### src/rtl/calc_sequencer.sv
// Keypad calculator control FSM: sequences operand digit entry, operator latch,
// ALU start/done handshake, display selection, clear, overflow and ALU timeout.
module calc_sequencer #(
  parameter int MAX_DIGITS  = 4,
  parameter int ALU_TIMEOUT = 255
) (
  input  logic       clk,
  input  logic       rst,
  input  logic       key_valid,
  input  logic [3:0] key_code,
  output logic       key_ready,
  output logic       load_a,
  output logic       load_b,
  output logic       clr_a,
  output logic       clr_b,
  output logic [3:0] digit_out,
  output logic [1:0] digit_idx,
  output logic       alu_start,
  output logic [1:0] alu_op,
  input  logic       alu_done,
  input  logic       alu_ovf,
  output logic [1:0] disp_sel,
  output logic       busy
);

  typedef enum logic [3:0] {
    IDLE, CLR_A, ENTER_A, OP_SEL, CLR_B, ENTER_B, EXEC, RESULT, ERROR
  } state_t;

  localparam logic [2:0] MAX_D    = 3'(MAX_DIGITS);
  localparam logic [7:0] TMO_LAST = 8'(ALU_TIMEOUT - 1);

  state_t     state, state_d;
  logic [2:0] cnt, cnt_d;
  logic [7:0] tcnt, tcnt_d;
  logic [3:0] dbuf, dbuf_d;
  logic [1:0] op_d, op_code;
  logic [3:0] digit_d;
  logic [1:0] idx_d, disp_d;
  logic       load_a_d, load_b_d, clr_a_d, clr_b_d, start_d, ready_d, busy_d;
  logic       acc, is_digit, is_op, is_eq, is_clr;

  // 'C' bypasses key_ready so it can abort EXEC and leave ERROR.
  assign acc      = key_valid && (key_ready || key_code == 4'd14);
  assign is_digit = acc && (key_code <= 4'd9);
  assign is_op    = acc && (key_code >= 4'd10) && (key_code <= 4'd12);
  assign is_eq    = acc && (key_code == 4'd13);
  assign is_clr   = acc && (key_code == 4'd14);

  always_comb begin
    case (key_code)
      4'd11:   op_code = 2'd1;
      4'd12:   op_code = 2'd2;
      default: op_code = 2'd0;
    endcase
  end

  always_comb begin
    state_d  = state;
    cnt_d    = cnt;
    tcnt_d   = tcnt;
    dbuf_d   = dbuf;
    op_d     = alu_op;
    digit_d  = digit_out;
    idx_d    = digit_idx;
    load_a_d = 1'b0;
    load_b_d = 1'b0;
    clr_a_d  = 1'b0;
    clr_b_d  = 1'b0;
    start_d  = 1'b0;
    if (is_clr) begin
      state_d = IDLE;
      clr_a_d = 1'b1;
      clr_b_d = 1'b1;
      op_d    = 2'd0;
      cnt_d   = 3'd0;
      tcnt_d  = 8'd0;
    end else begin
      case (state)
        IDLE, RESULT: begin
          if (is_digit) begin
            dbuf_d  = key_code;
            clr_a_d = 1'b1;
            state_d = CLR_A;
          end
        end
        CLR_A: begin
          load_a_d = 1'b1;
          digit_d  = dbuf;
          idx_d    = 2'd0;
          cnt_d    = 3'd1;
          state_d  = ENTER_A;
        end
        ENTER_A: begin
          if (is_digit && cnt < MAX_D) begin
            load_a_d = 1'b1;
            digit_d  = key_code;
            idx_d    = cnt[1:0];
            cnt_d    = cnt + 3'd1;
          end else if (is_op) begin
            op_d    = op_code;
            state_d = OP_SEL;
          end
        end
        OP_SEL: begin
          if (is_op) begin
            op_d = op_code;
          end else if (is_digit) begin
            dbuf_d  = key_code;
            clr_b_d = 1'b1;
            state_d = CLR_B;
          end
        end
        CLR_B: begin
          load_b_d = 1'b1;
          digit_d  = dbuf;
          idx_d    = 2'd0;
          cnt_d    = 3'd1;
          state_d  = ENTER_B;
        end
        ENTER_B: begin
          if (is_digit && cnt < MAX_D) begin
            load_b_d = 1'b1;
            digit_d  = key_code;
            idx_d    = cnt[1:0];
            cnt_d    = cnt + 3'd1;
          end else if (is_eq) begin
            start_d = 1'b1;
            tcnt_d  = 8'd0;
            state_d = EXEC;
          end
        end
        EXEC: begin
          if (tcnt != 8'hFF) tcnt_d = tcnt + 8'd1;
          if (alu_done)              state_d = alu_ovf ? ERROR : RESULT;
          else if (tcnt >= TMO_LAST) state_d = ERROR;
        end
        ERROR:   state_d = ERROR;
        default: state_d = IDLE;
      endcase
    end

    // Status outputs are registered, so derive them from the next state.
    ready_d = 1'b0;
    disp_d  = 2'd0;
    busy_d  = 1'b0;
    case (state_d)
      IDLE, ENTER_A, OP_SEL: ready_d = 1'b1;
      CLR_B:   disp_d = 2'd1;
      ENTER_B: begin ready_d = 1'b1; disp_d = 2'd1; end
      EXEC:    begin busy_d = 1'b1; disp_d = 2'd1; end
      RESULT:  begin ready_d = 1'b1; disp_d = 2'd2; end
      ERROR:   disp_d = 2'd3;
      default: ready_d = 1'b0;
    endcase
  end

  always_ff @(posedge clk or negedge rst) begin
    if (!rst) begin
      state     <= IDLE;
      cnt       <= 3'd0;
      tcnt      <= 8'd0;
      dbuf      <= 4'd0;
      key_ready <= 1'b1;
      load_a    <= 1'b0;
      load_b    <= 1'b0;
      clr_a     <= 1'b0;
      clr_b     <= 1'b0;
      digit_out <= 4'd0;
      digit_idx <= 2'd0;
      alu_start <= 1'b0;
      alu_op    <= 2'd0;
      disp_sel  <= 2'd0;
      busy      <= 1'b0;
    end else begin
      state     <= state_d;
      cnt       <= cnt_d;
      tcnt      <= tcnt_d;
      dbuf      <= dbuf_d;
      key_ready <= ready_d;
      load_a    <= load_a_d;
      load_b    <= load_b_d;
      clr_a     <= clr_a_d;
      clr_b     <= clr_b_d;
      digit_out <= digit_d;
      digit_idx <= idx_d;
      alu_start <= start_d;
      alu_op    <= op_d;
      disp_sel  <= disp_d;
      busy      <= busy_d;
    end
  end

endmodule

### config.mk
export PLATFORM = sky130hd
export DESIGN_NAME = calc_sequencer
export DESIGN_NICKNAME = d
export VERILOG_FILES = /design/src/rtl/calc_sequencer.sv
export SDC_FILE = /design/constraint.sdc
export NUM_CORES = 1
export LEC_CHECK = 0
export CAP_MARGIN = 40
export CELL_PAD_IN_SITES_DETAIL_PLACEMENT = 1
export CELL_PAD_IN_SITES_GLOBAL_PLACEMENT = 1
export CORE_ASPECT_RATIO = 1.2
export CORE_MARGIN = 5
export CORE_UTILIZATION = 46
export CTS_CLUSTER_SIZE = 25
export DETAILED_ROUTE_END_ITERATION = 8
export GPL_TIMING_DRIVEN = 0
export PLACE_DENSITY = 0.82
export SLEW_MARGIN = 20
export SYNTH_ARGS = -nofsm -noshare
export SYNTH_HDL_FRONTEND = slang
export SYNTH_SLANG_ARGS = --single-unit
### constraint.sdc
create_clock -name clk -period 5.4 [get_ports clk]
set_input_delay 1.62 -clock clk [delete_from_list [all_inputs] [get_ports clk]]
set_output_delay 1.62 -clock clk [all_outputs]
set_load 0.01 [all_outputs]
Word level (Yosys, flattened, before mapping)
Index checks and enable logic that the tools add are counted.
{ "op_classes": {"addsub": 2, "magnitude_cmp": 5, "n_eq_ne": 27, "mux": 50, "bitwise": 1, "n_reduce_logical": 25} }
{ "op_table": {"columns": ["cell", "n"], "rows": [
  ["2-to-1 mux 4 bit", 14],
  ["== test 4 x 3 -> 1 bit (second input constant)", 8],
  ["2-to-1 mux 8 bit", 4],
  ["case mux 4 bit (8 select lines)", 1],
  ["== test 4 bit (second input constant)", 6],
  ["== test 4 x 2 -> 1 bit (second input constant)", 4],
  ["case mux 4 bit (2 select lines)", 2],
  ["case mux 8 bit (2 select lines)", 1],
  ["2-to-1 mux 1 bit", 15],
  ["inequality test 3 bit (second input constant)", 4],
  ["case mux 2 bit (2 select lines)", 3],
  ["nonzero test 3 bit", 3],
  ["adder 8 x 1 -> 8 bit (second input constant)", 1],
  ["greater-or-equal comparator 8 bit (second input constant)", 1],
  ["<= comparator 4 bit (second input constant)", 2],
  ["zero test 4 bit", 2],
  ["2-to-1 mux 2 bit", 4],
  ["inequality test 8 bit (second input constant)", 1],
  ["logical AND 1 bit", 7],
  ["2-to-1 mux 3 bit", 2],
  ["case mux 2 bit (3 select lines)", 1],
  ["case mux 3 bit (2 select lines)", 1],
  ["AND reduction 3 bit", 2],
  ["OR reduction 2 bit", 3],
  ["15 further kinds", 18]
]} }
{ "word_totals": {"regBits": 36, "inputBits": 9, "word_cells": 125} }

Depth between registers and ports, before layout
{ "logic_depth": {"ltp_word": 12, "depth_mapped": 8} }

Least setup slack after synthesis
OpenSTA, ideal clock, no wires.
{ "synth_timing": {"kind": "input-to-reg", "start": "input port key_code[0]", "end": "register key_ready", "t_arrival_ns": 2.919, "setup_slack_ns": 2.393, "stages": 5, "path_cell_list": "or3b_1 -> a211o_1 -> a211o_1 -> and3_1 -> a221oi_2"} }
{ "synth_via": {"elab_chain_len": 12, "elab_cells_between_ends": 29, "cone_classes": "3 x order compare; 6 x eq/ne; 10 x mux; 10 x reduce/logical"} }
{ "synth_lines": {"columns": ["item", "line", "source"], "rows": [
  ["from (decl)", "10", "input logic [3:0] key_code,"],
  ["branches (longest 8 deep; another with greater-or-equal comparator 4 bit)", null, null],
  ["2-to-1 mux 4 bit *", "71", "if (is_clr) begin"],
  ["== test 4 x 3 -> 1 bit, or another cell as far along", "147", "case (state_d)"],
  ["OR reduction 5 bit (no source line) *", null, null],
  ["2-to-1 mux 1 bit *", "147", null],
  ["named net ready_d", "40", "logic load_a_d, load_b_d, clr_a_d, clr_b_d, start_d, ready_d, busy_d;"],
  ["to (signal assigned)", "180", "key_ready <= ready_d;"],
  ["to (decl)", "11", "output logic key_ready,"]
]} }
Mark *: on every way through the listed nets, which the timed path passes.
A chain may end at the register's enable or synchronous reset.

Worst setup path after layout
{ "layout_timing": {"start": "input port key_code[3]", "end": "register disp_sel[1]"} }
{ "layout_via": {"elab_chain_len": 12, "elab_cells_between_ends": 29, "cone_classes": "3 x order compare; 7 x eq/ne; 10 x mux; 9 x reduce/logical"} }
{ "layout_lines": {"columns": ["item", "line", "source"], "rows": [
  ["branches (longest 8 deep; another with greater-or-equal comparator 4 bit)", null, null],
  ["2-to-1 mux 4 bit *", "71", null],
  ["== test 4 x 3 -> 1 bit", "147", null],
  ["OR reduction 3 bit (no source line)", null, null],
  ["case mux 2 bit (3 select lines) *", "147", null],
  ["named net disp_d[1]", "39", "logic [1:0] idx_d, disp_d;"],
  ["to (signal assigned)", "189", "disp_sel <= disp_d;"],
  ["to (decl)", "22", "output logic [1:0] disp_sel,"]
]} }
Marks and branches as above.

==> results.py <==
metrics = {
    "timing": {
        "relSlewSlack_pct": 45.48,
        "final-setup-viol-count": 0,
        "grt_setup_unrepaired": "false",
        "holdWs_ns": 0.4961,
        "max_freq_mhz": 273.5,
        "finalMaxSlewViolations": 0,
        "finalClockSkew_ns": 0.005818,
        "setup_ws_ns": 1.744,
        "tightestPinTransition_ns": 0.8177,
        "fin_crit_ns": 3.656,
        "hold_viol_final": 0,
        "fin_tns_setup_ns": 0,
        "finalCritPeriodShare_pct": 67.71,
    },
    "synth": {
        "yosysSeqAreaShare_pct": 44.62,
        "ys_types": 55,
        "netlist_area_um2": 2022,
        "yosys_register_bits": 36,
        "ys.flop_type": "dfrtp_1",
        "syn_inst": 208,
        "yosysWarnings": 0,
        "synth_edf_count": 0,
        "async_flop_share_pct": 100.0,
        "syn_nets": 220,
        "avgSynthCellArea_um2": 9.721,
    },
    "worst_setup_path": {
        "crit_chain": "clkdlybuf4s50_1 -> nand3_1 -> o41a_1 -> nor4_1 -> nor2_1 -> o32ai_2",
        "path_delay_family": "simple AND/OR/NAND/NOR gates",
        "max_stage_delay_ns": 0.64,
        "required_ns": 5.59,
        "slowest_stage": "clkdlybuf4s50_1",
        "start_kind": "input port",
        "critPathKind": "in -> reg",
        "crit_arrival_ns": 3.85,
        "path_max_fanout": 8,
        "worst_setup_path_end_kind": "flop",
        "crit_buf_inv": 1,
    },
    "clocking": {
        "cts-root-buf": "clkbuf_8",
        "ctsHoldBuffers": 0,
        "clock_sinks": 36,
        "insertion_delay_ns": 0.29,
        "htree_num_levels": 2,
        "cts_made_buffers": 5,
        "clk_pin_slew_ns": 0.07,
        "post_cts_resized": 0,
        "clk_path_buf_depth": 2,
        "cts_tree": "built",
        "post_cts_buffers": 0,
    },
    "placement": {
        "dpl_cell_area_um2": 2365,
        "io_buffers": 25,
        "preCtsSetupSlack_ns": 1.436,
        "gp_congestion": 0.8659,
        "dp_hpwl_mm": 4.428,
    },
    "power": {
        "p_sw_mw": 0.4658,
        "power_density_nw_per_um2": 480.1,
        "vdd_ir_drop_max_uv": 247.5,
        "p_leak_nw": 1.064,
        "switching_share_pct": 39.36,
        "p_seq_share_pct": 34.1,
        "p_comb_share_pct": 48.1,
        "p_total_mw": 1.183,
        "p_clk_share_pct": 17.8,
        "p_int_mw": 0.7176,
    },
    "route": {
        "vias_per_cell": 6.000,
        "drt_iter0_drc": 97,
        "drt-total-wl_mm": 5.693,
        "wl_per_cell_um": 19.10,
        "drc_errors": 0,
        "drt_first_pass_iters": 4,
        "via_count": 1788,
        "postRouteAntennaNets": 0,
    },
    "layout": {
        "nets": 253,
        "fin_area_um2": 2465,
        "nFillCells": 497,
        "syn2layout_area_growth_pct": 21.91,
        "final_layout_size_suffix_gt1_share_pct": 11.98,
        "n_antenna_cell": 0,
    },
    "global_route": {
        "grt_overflow_total": 0,
        "grt_max_degree": 20,
        "grt_use_total_pct": 21.22,
        "grt_pass1_vias": 1940,
        "grt_pass1_wl_mm": 9.508,
        "antenna_found_initial": 0,
    },
    "worst_hold_path": {
        "hold_class": "reg -> reg",
    },
    "floorplan": {
        "die_w_um": 70.52,
        "dieArea_um2": 5827,
        "core_um2": 4262,
        "initial_core_util_pct": 47.45,
        "die_h_um": 82.63,
        "rows": 26,
        "ios": 26,
    },
    "run": {
        "maxCapViolations": 0,
    },
    "status": {
        "status": "finished, final reports clean",
    },
}
[per-stage QoR]
stage               util [%]  std cells
floorplan                  -        208
global placement       54.96        289
detailed placement     55.49        290
CTS                    57.84        298
global route           57.84        298
finish                 57.84        298
[routing by layer]
| layer | GRT usage [%] | share of wire, % | wire length [um] | vias up |
|---|---|---|---|---|
| met3 | 4.600 | 3.2 | 182 | 12 |
| met2 | 40.82 | 55 | 3151 | 36 |
| met5 | 0 | 0 | 0 | - |
| li1 | - | - | - | 836 |
| met1 | 22.63 | 39 | 2238 | 904 |
| met4 | 8.238 | 2.1 | 121 | 0 |
[cell usage after synthesis, types with 5 or more instances]
| cell type | count | share of area, % |
|---|---|---|
| a21oi_1 | 11 | 2.7 |
| nand2b_1 | 8 | 2.5 |
| mux2i_1 | 9 | 4.5 |
| o21ai_0 | 6 | 1.5 |
| dfrtp_1 | 35 | 43 |
| nand3_1 | 10 | 2.5 |
| o21ai_1 | 5 | 1.2 |
| inv_1 | 6 | 1.1 |
| nor2_1 | 13 | 2.4 |
| and3_1 | 7 | 2.2 |
| nand2_1 | 22 | 4.1 |
[state kept, by name (all words and copies together), names as in the netlist]
| signal | flops |
|---|---|
| busy | 1 |
| cnt | 3 |
| disp_sel | 2 |
| load_b | 1 |
| load_a | 1 |
| alu_start | 1 |
| tcnt | 8 |
| clr_a | 1 |
| digit_idx | 2 |
| digit_out | 4 |
| clr_b | 1 |
| key_ready | 1 |
| dbuf | 4 |
| alu_op | 2 |
| state | 4 |
[power by group through the flow]
stage / logic, mW / registers (mW) / clock network [mW]
after floorplan: 0.349 / 0.413 / 0
after global placement: 0.533 / 0.400 / 0
after detailed placement: 0.564 / 0.409 / 0
after CTS: 0.573 / 0.405 / 0.215
after global routing: 0.621 / 0.414 / 0.228
final: 0.569 / 0.404 / 0.211
[cell families (layout without fill, tap and decap cells)]
| family | count (synthesis) | after routing | synth area share [%] |
|---|---|---|---|
| AOI/OAI and AO/OA | 57 | 57 | 21.60 |
| xor gates and xnor gates | 1 | 1 | 0.4332 |
| adders and majority gates | 3 | 3 | 1.857 |
| buffers and inverters | 14 | 48 | 2.908 |
| DFF | 36 | 36 | 44.62 |
| muxes | 13 | 13 | 6.683 |
| and+or+nand+nor | 84 | 84 | 21.91 |
[cells in the final DEF, fill, tap and decap left out, types with 2 or more instances in the layout]
| cell type | netlist | layout |
|---|---|---|
| nand3b_1 | 2 | 2 |
| clkdlybuf4s50_1 | 0 | 24 |
| a21oi_1 | 11 | 11 |
| mux2i_1 | 9 | 9 |
| buf_2 | 2 | 3 |
| dfrtp_1 | 35 | 35 |
| or2_2 | 3 | 3 |
| ha_1 | 3 | 3 |
| clkbuf_1 | 4 | 5 |
| mux2_2 | 4 | 4 |
| o41a_1 | 2 | 2 |
| a211o_1 | 4 | 4 |
| nand4_1 | 2 | 2 |
| clkbuf_8 | 0 | 7 |
| o21a_1 | 2 | 2 |
| nand2b_1 | 8 | 8 |
| nor2b_1 | 2 | 2 |
| o41ai_1 | 2 | 2 |
| nor2_1 | 13 | 13 |
| a21o_1 | 4 | 4 |
| nand2_1 | 22 | 22 |
| nor3_1 | 4 | 4 |
| o21ai_1 | 5 | 5 |
| nand3_1 | 10 | 10 |
| or3_1 | 3 | 3 |
| nor4_1 | 2 | 2 |
| or3b_1 | 2 | 2 |
| inv_1 | 6 | 6 |
| a211oi_2 | 3 | 3 |
| o21ai_0 | 6 | 6 |
| and3_1 | 7 | 7 |
[cell type report]
type | count | area [um^2] | area share (%)
plain buffers | 8 | 36.28 | 1.472
inverters | 6 | 22.52 | 0.9137
flip-flops and latches | 36 | 902.1 | 36.60
multi-input cells | 158 | 1061 | 43.05
well taps | 56 | 70.07 | 2.843
repair buffers | 26 | 272.8 | 11.07
clock buffers | 8 | 100.1 | 4.061
[worst register-to-register path, cell delays in order (launching register included)]
cell	delay, ns
dfrtp_1	0.44
clkbuf_1	0.25
o41a_1	0.47
nor4_1	0.51
nor2_1	0.20
o32ai_2	0.29
[worst paths after layout]
check / start / end / slack [ns] / depth (start not counted)
max in group asynchronous: rst / digit_out[1]$_DFFE_PN0P_ / 3.67 / 2
hold / removal: digit_idx[0]$_DFFE_PN0P_ / digit_idx[0]$_DFFE_PN0P_ / 0.50 / 1
setup / recovery: key_code[3] / disp_sel[1]$_DFF_PN0_ / 1.74 / 6
min in group asynchronous: rst / tcnt[3]$_DFFE_PN0P_ / 1.28 / 1
setup reg to reg: state[1]$_DFF_PN0_ / disp_sel[1]$_DFF_PN0_ / 3.15 / 5
hold reg to reg: digit_idx[0]$_DFFE_PN0P_ / digit_idx[0]$_DFFE_PN0P_ / 0.50 / 1
No activity file was read; power rests on OpenSTA's default activity.
